### src/rtl/alu_mc.sv
// Multi-cycle execute-stage ALU: single-cycle add/sub/logic, iterative shifter
// and shift-add multiplier behind a start/busy/done handshake with registered outputs.
module alu_mc #(
    parameter int unsigned WIDTH = 16,
    parameter int unsigned SHW   = $clog2(WIDTH)
) (
    input  logic             clk,
    input  logic             reset_n,
    input  logic             start,
    input  logic [WIDTH-1:0] reg1,
    input  logic [WIDTH-1:0] reg2,
    input  logic [4:0]       inst,
    output logic [WIDTH-1:0] result,
    output logic [WIDTH-1:0] flagreg,
    output logic             busy,
    output logic             done
);

    localparam int unsigned M = WIDTH - 1;
    localparam logic [SHW:0] CntOne = (SHW + 1)'(1);
    localparam logic [SHW:0] CntMul = (SHW + 1)'(WIDTH);

    typedef enum logic [1:0] {StIdle, StShift, StMul} state_e;

    state_e             state;
    logic [WIDTH-1:0]   sh_q;
    logic [SHW:0]       cnt;
    logic               op_right;
    logic               op_signed;
    logic               mul_neg;
    logic [WIDTH-1:0]   mcand;
    logic [2*WIDTH-1:0] prod;

    // Flags live in the low five bits; truncation keeps narrow builds legal.
    function automatic logic [WIDTH-1:0] pack_flags(input logic c, input logic l,
                                                    input logic o, input logic z,
                                                    input logic n);
        logic [WIDTH+4:0] ext;
        ext = {{WIDTH{1'b0}}, n, z, o, l, c};
        return ext[WIDTH-1:0];
    endfunction

    // Single-cycle datapath, evaluated on the accept edge
    logic [WIDTH-1:0] b_eff;
    logic [WIDTH:0]   sum_ext;
    logic [WIDTH-1:0] sc_result;
    logic [WIDTH-1:0] sc_flags;
    logic [WIDTH-1:0] mag1;
    logic [WIDTH-1:0] mag2;
    logic             sc_c, sc_l, sc_o, sc_z, sc_n;

    assign b_eff   = inst[4] ? ~reg2 : reg2;
    assign sum_ext = {1'b0, reg1} + {1'b0, b_eff} + {{WIDTH{1'b0}}, inst[4]};
    assign mag1    = (inst[3] && reg1[M]) ? -reg1 : reg1;
    assign mag2    = (inst[3] && reg2[M]) ? -reg2 : reg2;

    always_comb begin
        sc_result = '0;
        sc_c = 1'b0;
        sc_l = 1'b0;
        sc_o = 1'b0;
        sc_z = 1'b0;
        sc_n = 1'b0;
        case (inst[2:0])
            3'b000: begin
                sc_result = sum_ext[WIDTH-1:0];
                sc_z = (sum_ext[WIDTH-1:0] == '0);
                if (inst[3]) begin
                    sc_o = (reg1[M] == b_eff[M]) && (sum_ext[M] != reg1[M]);
                    sc_n = sum_ext[M];
                end else begin
                    // Carry-out inverted on subtract gives borrow
                    sc_c = inst[4] ? ~sum_ext[WIDTH] : sum_ext[WIDTH];
                    sc_l = (reg2 < reg1);
                end
            end
            3'b001: begin
                sc_result = reg1 & reg2;
                sc_z = ((reg1 & reg2) == '0);
            end
            3'b010: begin
                sc_result = reg1 | reg2;
                sc_z = ((reg1 | reg2) == '0);
            end
            3'b011: begin
                sc_result = reg1 ^ reg2;
                sc_z = ((reg1 ^ reg2) == '0);
            end
            3'b100: begin
                sc_result = reg1;
                sc_z = (reg1 == '0);
                sc_n = inst[3] & reg1[M];
            end
            default: ;
        endcase
        sc_flags = pack_flags(sc_c, sc_l, sc_o, sc_z, sc_n);
    end

    // Shifter step
    logic [WIDTH-1:0] sh_next;
    logic             sh_out;
    logic [WIDTH-1:0] sh_flags;

    assign sh_next  = op_right ? {op_signed & sh_q[M], sh_q[WIDTH-1:1]}
                               : {sh_q[WIDTH-2:0], 1'b0};
    assign sh_out   = op_right ? sh_q[0] : sh_q[M];
    assign sh_flags = pack_flags(sh_out, 1'b0, 1'b0, (sh_next == '0), op_signed & sh_next[M]);

    // Multiplier step: {hi, lo} with multiplier bits consumed from lo[0]
    logic [WIDTH:0]     hi_sum;
    logic [2*WIDTH-1:0] prod_next;
    logic [2*WIDTH-1:0] prod_fix;
    logic [WIDTH-1:0]   prod_hi;
    logic [WIDTH-1:0]   prod_lo;
    logic [WIDTH-1:0]   mul_flags;

    assign hi_sum    = {1'b0, prod[2*WIDTH-1:WIDTH]} + {1'b0, (prod[0] ? mcand : '0)};
    assign prod_next = {hi_sum, prod[WIDTH-1:1]};
    assign prod_fix  = mul_neg ? -prod_next : prod_next;
    assign prod_hi   = prod_fix[2*WIDTH-1:WIDTH];
    assign prod_lo   = prod_fix[WIDTH-1:0];
    assign mul_flags = pack_flags(~op_signed & (prod_hi != '0), 1'b0,
                                  op_signed & (prod_hi != {WIDTH{prod_lo[M]}}),
                                  (prod_lo == '0), op_signed & prod_lo[M]);

    always_ff @(posedge clk or negedge reset_n) begin
        if (!reset_n) begin
            state     <= StIdle;
            result    <= '0;
            flagreg   <= '0;
            busy      <= 1'b0;
            done      <= 1'b0;
            sh_q      <= '0;
            cnt       <= '0;
            op_right  <= 1'b0;
            op_signed <= 1'b0;
            mul_neg   <= 1'b0;
            mcand     <= '0;
            prod      <= '0;
        end else begin
            done <= 1'b0;
            case (state)
                StIdle: begin
                    if (start) begin
                        if (inst[2:0] == 3'b100 && reg2[SHW-1:0] != '0) begin
                            state     <= StShift;
                            busy      <= 1'b1;
                            sh_q      <= reg1;
                            cnt       <= {1'b0, reg2[SHW-1:0]};
                            op_right  <= inst[4];
                            op_signed <= inst[3];
                        end else if (inst[2:0] == 3'b101) begin
                            state     <= StMul;
                            busy      <= 1'b1;
                            cnt       <= CntMul;
                            mcand     <= mag1;
                            prod      <= {{WIDTH{1'b0}}, mag2};
                            op_signed <= inst[3];
                            mul_neg   <= inst[3] & (reg1[M] ^ reg2[M]);
                        end else begin
                            result  <= sc_result;
                            flagreg <= sc_flags;
                            done    <= 1'b1;
                        end
                    end
                end
                StShift: begin
                    sh_q <= sh_next;
                    cnt  <= cnt - CntOne;
                    if (cnt == CntOne) begin
                        state   <= StIdle;
                        busy    <= 1'b0;
                        done    <= 1'b1;
                        result  <= sh_next;
                        flagreg <= sh_flags;
                    end
                end
                StMul: begin
                    prod <= prod_next;
                    cnt  <= cnt - CntOne;
                    if (cnt == CntOne) begin
                        state   <= StIdle;
                        busy    <= 1'b0;
                        done    <= 1'b1;
                        result  <= prod_lo;
                        flagreg <= mul_flags;
                    end
                end
                default: state <= StIdle;
            endcase
        end
    end

endmodule

### config.mk
export PLATFORM = sky130hd
export DESIGN_NAME = alu_mc
export DESIGN_NICKNAME = d
export VERILOG_FILES = /design/src/rtl/alu_mc.sv
export SDC_FILE = /design/constraint.sdc
export NUM_CORES = 1
export LEC_CHECK = 0
export BUFFER_PORTS_ARGS = -buffer_cell sky130_fd_sc_hd__buf_2
export CAP_MARGIN = 20
export CORE_ASPECT_RATIO = 2
export CORE_MARGIN = 2
export CORE_UTILIZATION = 55
export CTS_BUF_LIST = sky130_fd_sc_hd__clkbuf_8 sky130_fd_sc_hd__clkbuf_16
export CTS_CLUSTER_SIZE = 30
export DETAILED_ROUTE_END_ITERATION = 10
export HOLD_SLACK_MARGIN = 0.1
export PLACE_DENSITY = 0.74
export SLEW_MARGIN = 20
export SYNTH_ARGS = -nofsm -noshare
export SYNTH_HDL_FRONTEND = slang
export SYNTH_SLANG_ARGS = --single-unit
### constraint.sdc
create_clock -name clk -period 7.3 [get_ports clk]
set_input_delay 0 -clock clk [delete_from_list [all_inputs] [get_ports clk]]
set_output_delay 0 -clock clk [all_outputs]
set_load 0.01 [all_outputs]
== Word level (Yosys, flattened, before mapping) ==
Cells that the tools add are included.

* Register bits after elaboration: 108
* Input port bits: 40
* Logic and storage cells: 143

* Bitwise gates (word level): 15
* Reductions and logical operators: 30
* Muxes and demuxes: 58
* $lt $le $gt $ge: 1
* Add/sub/neg operators: 7
* Eq/ne operators: 20

{| class="wikitable"
|+ Operators by type and width
! kind !! number
|-
| 2-to-1 mux 16 bit || 17
|-
| 2-to-1 mux 32 bit || 4
|-
| zero test 16 bit || 7
|-
| case mux 16 bit (3 select lines) || 2
|-
| case mux 16 bit (5 select lines) || 1
|-
| case mux 32 bit (2 select lines) || 1
|-
| adder 16 x 16 -> 17 bit || 2
|-
| negation 16 bit || 2
|-
| negation 32 bit || 1
|-
| case mux 16 bit (2 select lines) || 1
|-
| 2-to-1 mux 1 bit || 19
|-
| adder 17 x 1 -> 17 bit || 1
|-
| bitwise AND 16 bit || 1
|-
| less-than comparator 16 bit || 1
|-
| != test 16 bit || 1
|-
| inverter 16 bit || 1
|-
| OR 16 bit || 1
|-
| nonzero test 16 bit || 1
|-
| bitwise XOR 16 bit || 1
|-
| 2-to-1 mux 5 bit || 3
|-
| AND reduction 3 bit || 5
|-
| != test 2 bit, second input constant || 7
|-
| AND reduction 4 bit || 3
|-
| case mux 5 bit (2 select lines) || 1
|-
| 26 further kinds || 47
|}

== Longest topological paths before layout ==
Gate-level depths: netlist (run 1).

* Depth in word-level cells: 12
* Gate-level depth with buffers: 16
* Gate-level depth less buffers: 15

== Worst setup path after synthesis (run 1) ==
Ideal clock, no wire load.

* Path type: register to register
* From: reg prod[0]
* To: reg flagreg[2]
* Buffers on the path: 2
* Cell stages (with the launch flop): 16
* Clock period less this slack: 3.862 ns
* Arrival time: 3.730 ns
* Setup slack: 3.438 ns
* Data required time: 7.168 ns
* Cell sequence: dfrtp_1 clkbuf_1 nand2_1 fa_1 nand2b_1 a21o_2 a2111oi_0 a311oi_1 or2_1 buf_6 or3_1 o41ai_1 xor2_1 or2_1 o31ai_2 a31oi_1

* Word-level cells in the longest chain between the ends: 8

{| class="wikitable"
|+ RTL lines
! what !! RTL line !! RTL
|-
| start: declaration || 32 || <nowiki>logic [2*WIDTH-1:0] prod;</nowiki>
|-
| start signal: assignment || 157 || <nowiki>prod <= {{WIDTH{1'b0}}, mag2};</nowiki>
|-
| start signal: assignment || 179 || <nowiki>prod <= prod_next;</nowiki>
|-
| 2-to-1 mux 16 bit (*) || 117 || <nowiki>assign hi_sum = {1'b0, prod[2*WIDTH-1:WIDTH]} + {1'b0, (prod[0] ? mcand : '0)};</nowiki>
|-
| adder 16 x 16 -> 17 bit (*) || 117 ||
|-
| negation 32 bit || 119 || <nowiki>assign prod_fix = mul_neg ? -prod_next : prod_next;</nowiki>
|-
| 2-to-1 mux 32 bit (*) || 119 ||
|-
| != test 16 bit (*) || 123 || <nowiki>op_signed & (prod_hi != {WIDTH{prod_lo[M]}}),</nowiki>
|-
| bitwise AND 1 bit (*) || 123 ||
|-
| 2-to-1 mux 16 bit (*) || 181 || <nowiki>if (cnt == CntOne) begin</nowiki>
|-
| case mux 16 bit (3 select lines) (*) || 142 || <nowiki>case (state)</nowiki>
|-
| end signal: assignment || 162 || <nowiki>flagreg <= sc_flags;</nowiki>
|-
| end signal: assignment || 175 || <nowiki>flagreg <= sh_flags;</nowiki>
|-
| end signal: assignment || 186 || <nowiki>flagreg <= mul_flags;</nowiki>
|-
| end: declaration || 14 || <nowiki>output logic [WIDTH-1:0] flagreg,</nowiki>
|}

Mark *: on every way between the ends. The rest lies on a longest branch, timed or not. The select of a mux whose other input is x is not followed.
A chain may end at the register's enable or synchronous reset.

== Worst setup path in the final report (run 1) ==
* From: reg prod[0]
* To: reg flagreg[0]

* Word-level cells in the longest chain between the ends: 8

{| class="wikitable"
|+ RTL lines
! what !! RTL line !! RTL
|-
| 2-to-1 mux 16 bit (*) || 117 ||
|-
| adder 16 x 16 -> 17 bit (*) || 117 ||
|-
| negation 32 bit || 119 ||
|-
| 2-to-1 mux 32 bit (*) || 119 ||
|-
| nonzero test 16 bit (*) || 122 || <nowiki>assign mul_flags = pack_flags(~op_signed & (prod_hi != '0), 1'b0,</nowiki>
|-
| bitwise AND 1 bit (*) || 122 ||
|-
| 2-to-1 mux 16 bit (*) || 181 ||
|-
| case mux 16 bit (3 select lines) (*) || 142 ||
|}

Marks and branches as above.

==> impl_metrics.py, run 1 <==
metrics = {
    "outcome": {
        "status": "finished clean",
    },
    "grt": {
        "grt_max_degree": 76,
        "grt_pass1_wl_mm": 51.3,
        "grt_overflow": 0,
        "antenna_found_initial": 0,
        "grt_usage_pct": 35.2,
        "grt_pass1_vias": 9206,
    },
    "setup_path": {
        "end_kind": "flop",
        "cp-startpoint": "prod[0]",
        "timing.rr.end": "flagreg[0]",
        "path_cells": "and2_1 -> ha_1 -> inv_1 -> fa_1 -> xnor2_1 -> or2_1 -> or3_4 -> a2111oi_2 -> nand4_1 -> or4_4 -> o21ai_2 -> xnor2_1 -> or2_1 -> nor3_1 -> o21ai_1",
        "cp.required_ns": 7.52,
        "rrSetupSlack_ns": 2.83,
        "cp_slowest_cell": "or4_4",
        "cp_slowest_stage_delay_ns": 0.68,
        "crit_path_max_fanout": 17,
        "critPathArrivalTime_ns": 4.70,
        "r2r-start": "prod[0]",
        "worst-setup-path-type": "reg2reg",
        "startpoint_type": "flop",
        "r2r_cells": 15,
        "crit_path_end": "flagreg[0]",
    },
    "floorplan": {
        "placementRows": 69,
        "fp.dieH_um": 193,
        "core-area_um2": 17600,
        "io_pins": 74,
        "dieArea_um2": 18900,
        "fp.dieW_um": 98.3,
        "initial_core_util_pct": 55.5,
    },
    "clocking": {
        "cts.sinks": 97,
        "cts_max_level": 3,
        "ctsResizeCount": 0,
        "cts_buffers": 9,
        "tritoncts": "built",
        "cts_setup_buffers": 0,
        "cts_buffer_depth": 2,
        "cts_hold_buffers": 12,
        "clk_pin_slew_ns": 0.08,
        "clock_latency_ns": 0.36,
        "cts_root_buffer": "clkbuf_16",
    },
    "power": {
        "p_switching_mw": 1.88,
        "clockPowerShare_pct": 14.1,
        "pwr-share-seq_pct": 28.1,
        "switching_share_pct": 50.7,
        "p_int_mw": 1.82,
        "pwr_density_cell_nw_per_um2": 353,
        "leakagePower_nw": 4.61,
        "p_comb_share_pct": 57.9,
        "vdd_drop_max_v": 0.000234,
    },
    "sta": {
        "finalCritPeriodShare_pct": 61.3,
        "slew_viol_final": 0,
        "clock-skew-final_ns": 0.0141,
        "rsz0062_at_grt": "no",
        "fmax_mhz": 224,
        "setup_viol": 0,
        "tightest_slew_ns": 1.13,
        "hold_viol": 0,
        "slew_headroom_pct": 24.6,
        "setup_tns_ns": 0,
        "period_minus_slack_ns": 4.47,
    },
    "min_path": {
        "hp-class": "in2async",
    },
    "detailed_routing": {
        "num_vias": 9724,
        "drtPass1Iterations": 5,
        "routed_via_density": 6.53,
        "routedWlPerCell_um": 22.2,
        "drc": 0,
        "drt_iter0_drc": 917,
        "ant_nets": 0,
        "routed_wl_mm": 33.1,
    },
    "flow_run": {
        "cap_viol_max_count": 0,
    },
    "synth": {
        "synth-seq-cells": 97,
        "syn_area_um2": 9770,
        "yosysSeqAreaShare_pct": 24.8,
        "yosys.area.top_type": "dfrtp_1",
        "ys_types": 91,
        "netlist_instances": 1244,
        "yosys_most_used_dff": "dfrtp_1",
        "synthTopCellsByCount": "nand2_1, o21ai_0, a21oi_1",
        "yosys_warnings": 0,
        "synth_top_area_share_pct": 24.8,
        "synth_edf_count": 0,
        "synthTopCellsByArea": "dfrtp_1, ha_1, o21ai_0, nand2_1, a21oi_1",
        "syn_area_per_cell_um2": 7.86,
        "synth_most_common_cell": "nand2_1",
        "async_reset_ff_share_pct": 100,
    },
    "place": {
        "gp_congestion": 0.998,
        "io_buffer_count": 62,
        "hpwl_mm": 25.5,
    },
    "final_layout": {
        "drive_gt1_share_pct": 9.55,
        "nFillCells": 1678,
        "multi_input_area_um2": 6750,
        "num_antenna_cells": 0,
        "utilization_pct": 59.5,
        "register_area_um2": 2430,
        "syn2layout_area_growth_pct": 7.29,
        "finalNetCount": 1403,
    },
}
through the flow:
step                hold slack [ns]  area (µm²)  total power [mW]  worst slack, ns  instances
global placement            -0.0816       10000              3.08             3.00       1462
floorplan                    -0.296        9810              2.54             3.44       1254
finish                        0.103       10500              3.70             2.83       1490
global route                  0.128       10500              3.97             2.47       1490
CTS                           0.102       10500              3.65             2.86       1490
detailed placement          -0.0837       10000              3.12             2.87       1462
how the worst min path moves through the flow:
stage / start / end / slack (ns) / depth (start not counted)
2_1_floorplan: reset_n / busy / -0.30 / 0
3_3_place_gp: reset_n / flagreg[2] / -0.08 / 1
3_5_place_dp: reset_n / flagreg[2] / -0.08 / 1
4_1_cts: reg1[9] / sh_q[9] / 0.10 / 3
5_1_grt: reset_n / flagreg[2] / 0.13 / 3
6_report: reset_n / prod[29] / 0.10 / 3
layout by cell type (no fill, tap or decap), types with 21 or more instances in the layout:
cell type	n
dfrtp_1	97
nand2_1	146
nor3_1	21
inv_1	59
xnor2_1	56
ha_1	89
nor2_1	90
nand3_1	26
a21oi_1	99
o21ai_0	140
xor2_1	35
buf_2	61
worst max-delay path: cells and delay by family, from the launching register on:
kind | cells | cell delay (ns)
AND/OR/NAND/NOR | 7 | 2.31
flip-flops | 1 | 0.57
adder cells (fa/ha/maj) | 2 | 0.55
AO/OA/AOI/OAI | 3 | 0.53
XOR/XNOR | 2 | 0.32
buffers and inverters | 1 | 0.05
logic make-up after synthesis:
kind of cell / synth area share (%)
AOI/OAI and AO/OA: 25.2
xor gates and xnor gates: 8.16
adders and majority gates: 11.8
buffers and inverters: 6.58
DFF: 24.8
muxes: 3.21
other: 0.0384
and+or+nand+nor: 20.2
cell type report:
class / instances / share of cell area (%)
flip-flops and latches: 97 / 23.2
clock inverters: 6 / 0.800
repair buffers: 81 / 4.73
inverters: 60 / 2.15
well taps: 213 / 2.54
clock buffers: 10 / 2.28
multi-input cells: 1023 / 64.4
power by group through the flow:
stage                     Combinational [mW]  Sequential (mW)  Clock, mW
after floorplan                         1.61            0.933          0
after global placement                  2.05             1.03          0
after detailed placement                2.09             1.04          0
after CTS                               2.10             1.03      0.523
after global routing                    2.36             1.07      0.541
final                                   2.14             1.04      0.520
state kept, by name, summed over array words and instances (netlist names):
register   count
mcand         16
state          2
op_signed      1
result        16
busy           1
prod          32
cnt            5
flagreg        5
sh_q          16
done           1
mul_neg        1
op_right       1
layer usage:
metal,global-route usage [%],wire length [µm],share of wire (%),vias up
met1,46.2,13600,41,4596
met3,3.91,2170,6.5,110
met2,56.3,15300,46,450
met5,0,0,0,-
met4,19.9,2030,6.1,0
li1,-,-,-,4568
Note: power is estimated with default switching activity, not from simulation.
==> run 2, diff against run 1 <==
ABC_AREA = 1   (was default)
clock period = 4.25 ns   (was 7.3 ns; I/O delays follow)
==> impl_metrics.py, run 2 <==
metrics = {
    "setup_path": {
        "timing.rr.end": "flagreg[0]",
        "worst-setup-path-type": "reg2reg",
        "r2r_cells": 25,
        "critPathBufInv": 3,
        "cp_slowest_stage_delay_ns": 0.67,
        "r2r-start": "prod[0]",
        "cp.required_ns": 4.49,
        "crit_path_max_fanout": 17,
        "path_common_cell": "nand2_1",
        "crit_family": "simple AND/OR/NAND/NOR gates",
        "critPathArrivalTime_ns": 3.88,
        "startpoint_type": "flop",
        "end_kind": "flop",
        "rrSetupSlack_ns": 0.61,
        "cp_slowest_cell": "dfrtp_1",
    },
    "place": {
        "hpwl_mm": 34.1,
        "placed_area_um2": 10700,
        "io_buffer_count": 62,
        "gp_congestion": 1.13,
        "placed_cells": 1837,
        "place_ws_ns": 0.657,
    },
    "grt": {
        "grt_usage_pct": 43.9,
        "antenna_found_initial": 1,
        "grt_overflow": 0,
        "grt_max_degree": 55,
        "grt_pass1_vias": 11200,
        "grt_pass1_wl_mm": 63.5,
    },
    "synth": {
        "yosys_most_used_dff": "dfrtp_1",
        "synth_most_common_cell": "nand2_1",
        "yosys.area.top_type": "dfrtp_1",
        "ys_types": 50,
        "synthTopCellsByArea": "dfrtp_1, nand2_1, ha_1, inv_1, o21ai_0",
        "netlist_instances": 1586,
        "yosys_warnings": 0,
        "synth_edf_count": 0,
        "synthTopCellsByCount": "nand2_1, inv_1, nor2_1",
        "syn_area_um2": 10200,
        "synth_top_area_share_pct": 23.8,
        "yosysSeqAreaShare_pct": 23.8,
        "synth-seq-cells": 97,
        "async_reset_ff_share_pct": 100,
        "syn_area_per_cell_um2": 6.44,
    },
    "min_path": {
        "hp-class": "in2reg",
        "hold_end": "flagreg[4]",
        "hold_depth": 5,
        "hold_start": "inst[1]",
    },
    "power": {
        "power_mw": 7.73,
        "vdd_drop_max_v": 0.000411,
        "pwr_density_cell_nw_per_um2": 691,
        "leakagePower_nw": 5.80,
    },
    "sta": {
        "finalCritPeriodShare_pct": 85.6,
        "setup_tns_ns": 0,
        "slew_viol_final": 0,
        "hold_viol": 0,
        "clock-skew-final_ns": 0.00895,
        "slew_headroom_pct": 29.4,
        "tightest_slew_ns": 1.05,
        "fmax_mhz": 275,
        "setup_ws_ns": 0.613,
        "rsz0062_at_grt": "no",
        "period_minus_slack_ns": 3.64,
        "setup_viol": 0,
        "whs_ns": 0.110,
    },
    "final_layout": {
        "final_common_cell": "nand2_1",
        "drive_gt1_share_pct": 9.26,
        "finalNetCount": 1780,
        "utilization_pct": 61.4,
        "layout_common_cells": "nand2_1, inv_1, nor2_1",
        "largest_reg_flops": 32,
        "fin_cells": 1870,
        "syn2layout_area_growth_pct": 9.57,
        "stdcell_area_um2": 11200,
        "top_register": "prod",
    },
    "floorplan": {
        "fp.dieW_um": 100,
        "io_pins": 74,
        "fp.dieH_um": 197,
        "initial_core_util_pct": 56.1,
        "placementRows": 70,
        "core-area_um2": 18200,
        "dieArea_um2": 19700,
    },
    "clocking": {
        "clock_latency_ns": 0.36,
        "cts_max_level": 3,
        "cts_root_buffer": "clkbuf_16",
        "cts.sinks": 97,
        "cts_setup_buffers": 0,
        "tritoncts": "built",
        "cts_buffer_depth": 2,
        "cts_buffers": 9,
        "clk_pin_slew_ns": 0.07,
    },
    "detailed_routing": {
        "num_vias": 11300,
        "routedWlPerCell_um": 22.9,
        "drtPass1Iterations": 6,
        "routed_via_density": 6.05,
        "routed_wl_mm": 42.8,
        "drc": 0,
        "ant_nets": 0,
        "drt_iter0_drc": 933,
    },
    "flow_run": {
        "cap_viol_max_count": 0,
    },
    "outcome": {
        "status": "finished clean",
    },
}
-- run 2: cell count changes after synthesis, moves of 20 or more --
cell,change
nand2_1,+262
xnor2_1,-47
nor2_1,+48
inv_1,+152
nand2_2,+20
nand3_1,+61
a21oi_1,-22
-- run 2: worst min-delay path, stage by stage --
cell and delay (ns):
buf_2 0.11, nor2_1 0.07, nand3_1 0.08, or2_1 0.10
a31oi_1 0.06
-- run 2: kinds of logic after synthesis --
kind of cell               count (synthesis)  synth area share, %
and+or+nand+nor                          749                 31.5
AOI/OAI and AO/OA                        308                 17.3
buffers and inverters                    279                 10.8
DFF                                       97                 23.8
adders and majority gates                 91                 11.3
xor gates and xnor gates                  61                 5.23
other                                      1               0.0367
-- run 2: final cells by class --
type / instances / area (µm²)
fillers: 1811 / 7030
multi-input cells: 1220 / 6740
flip-flops and latches: 97 / 2430
inverters: 223 / 837
repair buffers: 98 / 626
well taps: 216 / 270
clock buffers: 9 / 225
clock inverters: 6 / 67.6
diodes: 1 / 2.50
-- run 2: worst max-delay path by stage --
stage                  to  slack [ns]  cells after the start  startpoint
5_1_grt        flagreg[0]        0.35                     25     prod[0]
3_5_place_dp   flagreg[0]        0.66                     25     prod[0]
4_1_cts        flagreg[0]        0.65                     25     prod[0]
2_1_floorplan  flagreg[0]        1.39                     24     prod[0]
3_3_place_gp   flagreg[0]        0.73                     23     prod[0]
6_report       flagreg[0]        0.61                     25     prod[0]
-- run 2: power breakdown --
group / switching [mW] / total, mW / internal (mW)
logic: 3.65 / 5.18 / 1.53
clock network: 0.391 / 0.847 / 0.456
registers: 0.369 / 1.70 / 1.33
total: 4.41 / 7.73 / 3.32
-- run 2: metal layers --
layer  track usage (%)  share of wire (%)  up-vias
li1                  -                  -     5314
met2              76.5                 49      603
met5                 0                  0        -
met4              47.9                 14        0
met1              38.8                 31     5111
met3              8.55                5.9      285
-- run 2: timing repair --
action | in CTS | in global routing
endpoints found under the hold margin | 71 | 0
hold buffers | 17 | 0
resized for setup | 0 | 0
==> run 3, diff against run 2 <==
--- a/config.mk
+++ b/config.mk
@@ -17,5 +17,5 @@
 export HOLD_SLACK_MARGIN = 0.1
 export PLACE_DENSITY = 0.74
-export SLEW_MARGIN = 20
+export SLEW_MARGIN = 5
 export SYNTH_ARGS = -nofsm -noshare
 export SYNTH_HDL_FRONTEND = slang
==> constraint.sdc (replaced) <==
create_clock -name clk -period 4.25 [get_ports clk]
set_input_delay 0 -clock clk [delete_from_list [all_inputs] [get_ports clk]]
set_output_delay 0 -clock clk [all_outputs]
set_load 0.05 [all_outputs]
==> impl_metrics.py, run 3 (synthesis results as in run 2) <==
metrics = {
    "final_layout": {
        "layout_common_cells": "nand2_1, inv_1, nor2_1",
        "final_common_cell": "nand2_1",
        "finalNetCount": 1781,
        "syn2layout_area_growth_pct": 9.62,
        "drive_gt1_share_pct": 9.31,
        "top_register": "prod",
        "num_antenna_cells": 0,
        "utilization_pct": 61.5,
        "largest_reg_flops": 32,
        "stdcell_area_um2": 11200,
        "nFillCells": 1810,
        "fin_cells": 1870,
    },
    "detailed_routing": {
        "num_vias": 11200,
        "routed_via_density": 6.00,
        "routed_wl_mm": 42.6,
        "ant_nets": 0,
        "drtPass1Iterations": 7,
        "routedWlPerCell_um": 22.8,
        "drt_iter0_drc": 819,
        "drc": 0,
    },
    "sta": {
        "fmax_mhz": 276,
        "period_minus_slack_ns": 3.63,
        "tightest_slew_ns": 1.05,
        "whs_ns": 0.111,
        "slew_viol_final": 0,
        "hold_viol": 0,
        "finalCritPeriodShare_pct": 85.4,
        "slew_headroom_pct": 29.7,
        "clock-skew-final_ns": 0.00831,
        "rsz0062_at_grt": "no",
        "setup_tns_ns": 0,
        "setup_viol": 0,
    },
    "place": {
        "gp_congestion": 1.13,
        "placed_cells": 1837,
        "io_buffer_count": 62,
        "hpwl_mm": 34.1,
        "placed_area_um2": 10700,
    },
    "clocking": {
        "cts_buffer_depth": 2,
        "cts_root_buffer": "clkbuf_16",
        "cts_buffers": 9,
        "cts_setup_buffers": 0,
        "cts_max_level": 3,
        "tritoncts": "built",
        "clock_latency_ns": 0.35,
        "clk_pin_slew_ns": 0.07,
        "cts.sinks": 97,
    },
    "setup_path": {
        "r2r-start": "prod[0]",
        "r2r_cells": 25,
        "critPathArrivalTime_ns": 3.87,
        "cp.depth": 25,
        "worst-setup-path-type": "reg2reg",
        "cp-startpoint": "prod[0]",
        "timing.rr.end": "flagreg[0]",
        "critPathBufInv": 4,
        "end_kind": "flop",
        "rrSetupSlack_ns": 0.62,
        "crit_path_max_fanout": 17,
        "cp_slowest_stage_delay_ns": 0.68,
        "path_common_cell": "nand2_1",
        "crit_path_end": "flagreg[0]",
        "startpoint_type": "flop",
        "cp.required_ns": 4.49,
        "crit_family": "simple AND/OR/NAND/NOR gates",
        "cp_slowest_cell": "dfrtp_1",
    },
    "power": {
        "pwr_density_cell_nw_per_um2": 719,
        "leakagePower_nw": 5.81,
        "vdd_drop_max_v": 0.000521,
    },
    "grt": {
        "grt_max_degree": 55,
        "antenna_found_initial": 1,
        "grt_usage_pct": 43.9,
        "grt_overflow": 0,
        "grt_pass1_vias": 11200,
        "grt_pass1_wl_mm": 63.5,
    },
    "floorplan": {
        "initial_core_util_pct": 56.1,
        "placementRows": 70,
        "io_pins": 74,
        "fp.dieW_um": 100,
        "dieArea_um2": 19700,
        "core-area_um2": 18200,
        "fp.dieH_um": 197,
    },
    "outcome": {
        "status": "finished clean",
    },
    "flow_run": {
        "cap_viol_max_count": 0,
    },
    "min_path": {
        "hp-class": "in2reg",
    },
}
-- run 3: changes by cell type in the layout (fill, tap and decap cells not counted), sizes merged --
cell	before	now
buf	81	82
diode	1	0
-- run 3: what timing repair did --
item                                    CTS  global route
resized for setup                         0             0
hold endpoints to repair                 71             0
endpoints found under the setup margin    0             0
hold buffers                             17             0
-- run 3: worst register-to-register path, stage by stage (launching register included) --
cell and delay, ns:
dfrtp_1 0.68, nand2_1 0.10, inv_1 0.07, ha_1 0.21, inv_1 0.08, fa_1 0.39
inv_1 0.13, nand3_1 0.13, nand2_1 0.15, nand2_1 0.08, nand2_1 0.09, nand2_1 0.05
nand2_1 0.13, inv_1 0.11, nand2_1 0.09, nor2_2 0.05, nand3_1 0.09, nand2_1 0.06
nand2_1 0.07, nand2_1 0.06, a21oi_1 0.20, nand3_1 0.12, nand2_1 0.14, nand2_1 0.10
nand2_1 0.08, a21oi_1 0.06
-- run 3: where the power goes --
part	switching (mW)	internal, mW	total [mW]
logic	3.96	1.53	5.50
clock network	0.385	0.456	0.841
registers	0.369	1.33	1.70
-- run 3: worst min path at each step --
| stage | slack [ns] | startpoint | depth (start not counted) | end |
|---|---|---|---|---|
| floorplan | -0.30 | reset_n | 0 | busy |
| global placement | 0.1 | reset_n | 1 | prod[25] |
| detailed placement | 0.1 | reset_n | 1 | prod[26] |
| CTS | 0.11 | inst[1] | 5 | flagreg[4] |
| global route | 0.15 | inst[1] | 5 | flagreg[4] |
| finish | 0.11 | inst[1] | 5 | flagreg[4] |
-- run 3: final cells by class --
class                           instances  area [µm²]  area share, %
Timing Repair Buffer                   99         641           5.72
Tap cell                              216         270           2.41
Sequential cell                        97        2430           21.7
Inverter                              223         837           7.48
Clock buffer                            9         225           2.01
Clock inverter                          6        67.6          0.603
Multi-Input combinational cell       1220        6730           60.1
-- run 3: layer usage --
layer	routed length [µm]	up-vias	global-route usage (%)
li1	-	5324	-
met1	13000	5085	38.8
met2	21100	540	76.5
met3	2540	280	8.55
met4	5910	0	47.9
met5	0	-	0
-- run 3: metrics by stage --
step / power (mW) / setup WS (ns)
floorplan: 5.28 / 1.39
global route: 8.57 / 0.345
detailed placement: 6.97 / 0.657
global placement: 6.92 / 0.728
finish: 8.04 / 0.622
CTS: 7.84 / 0.647
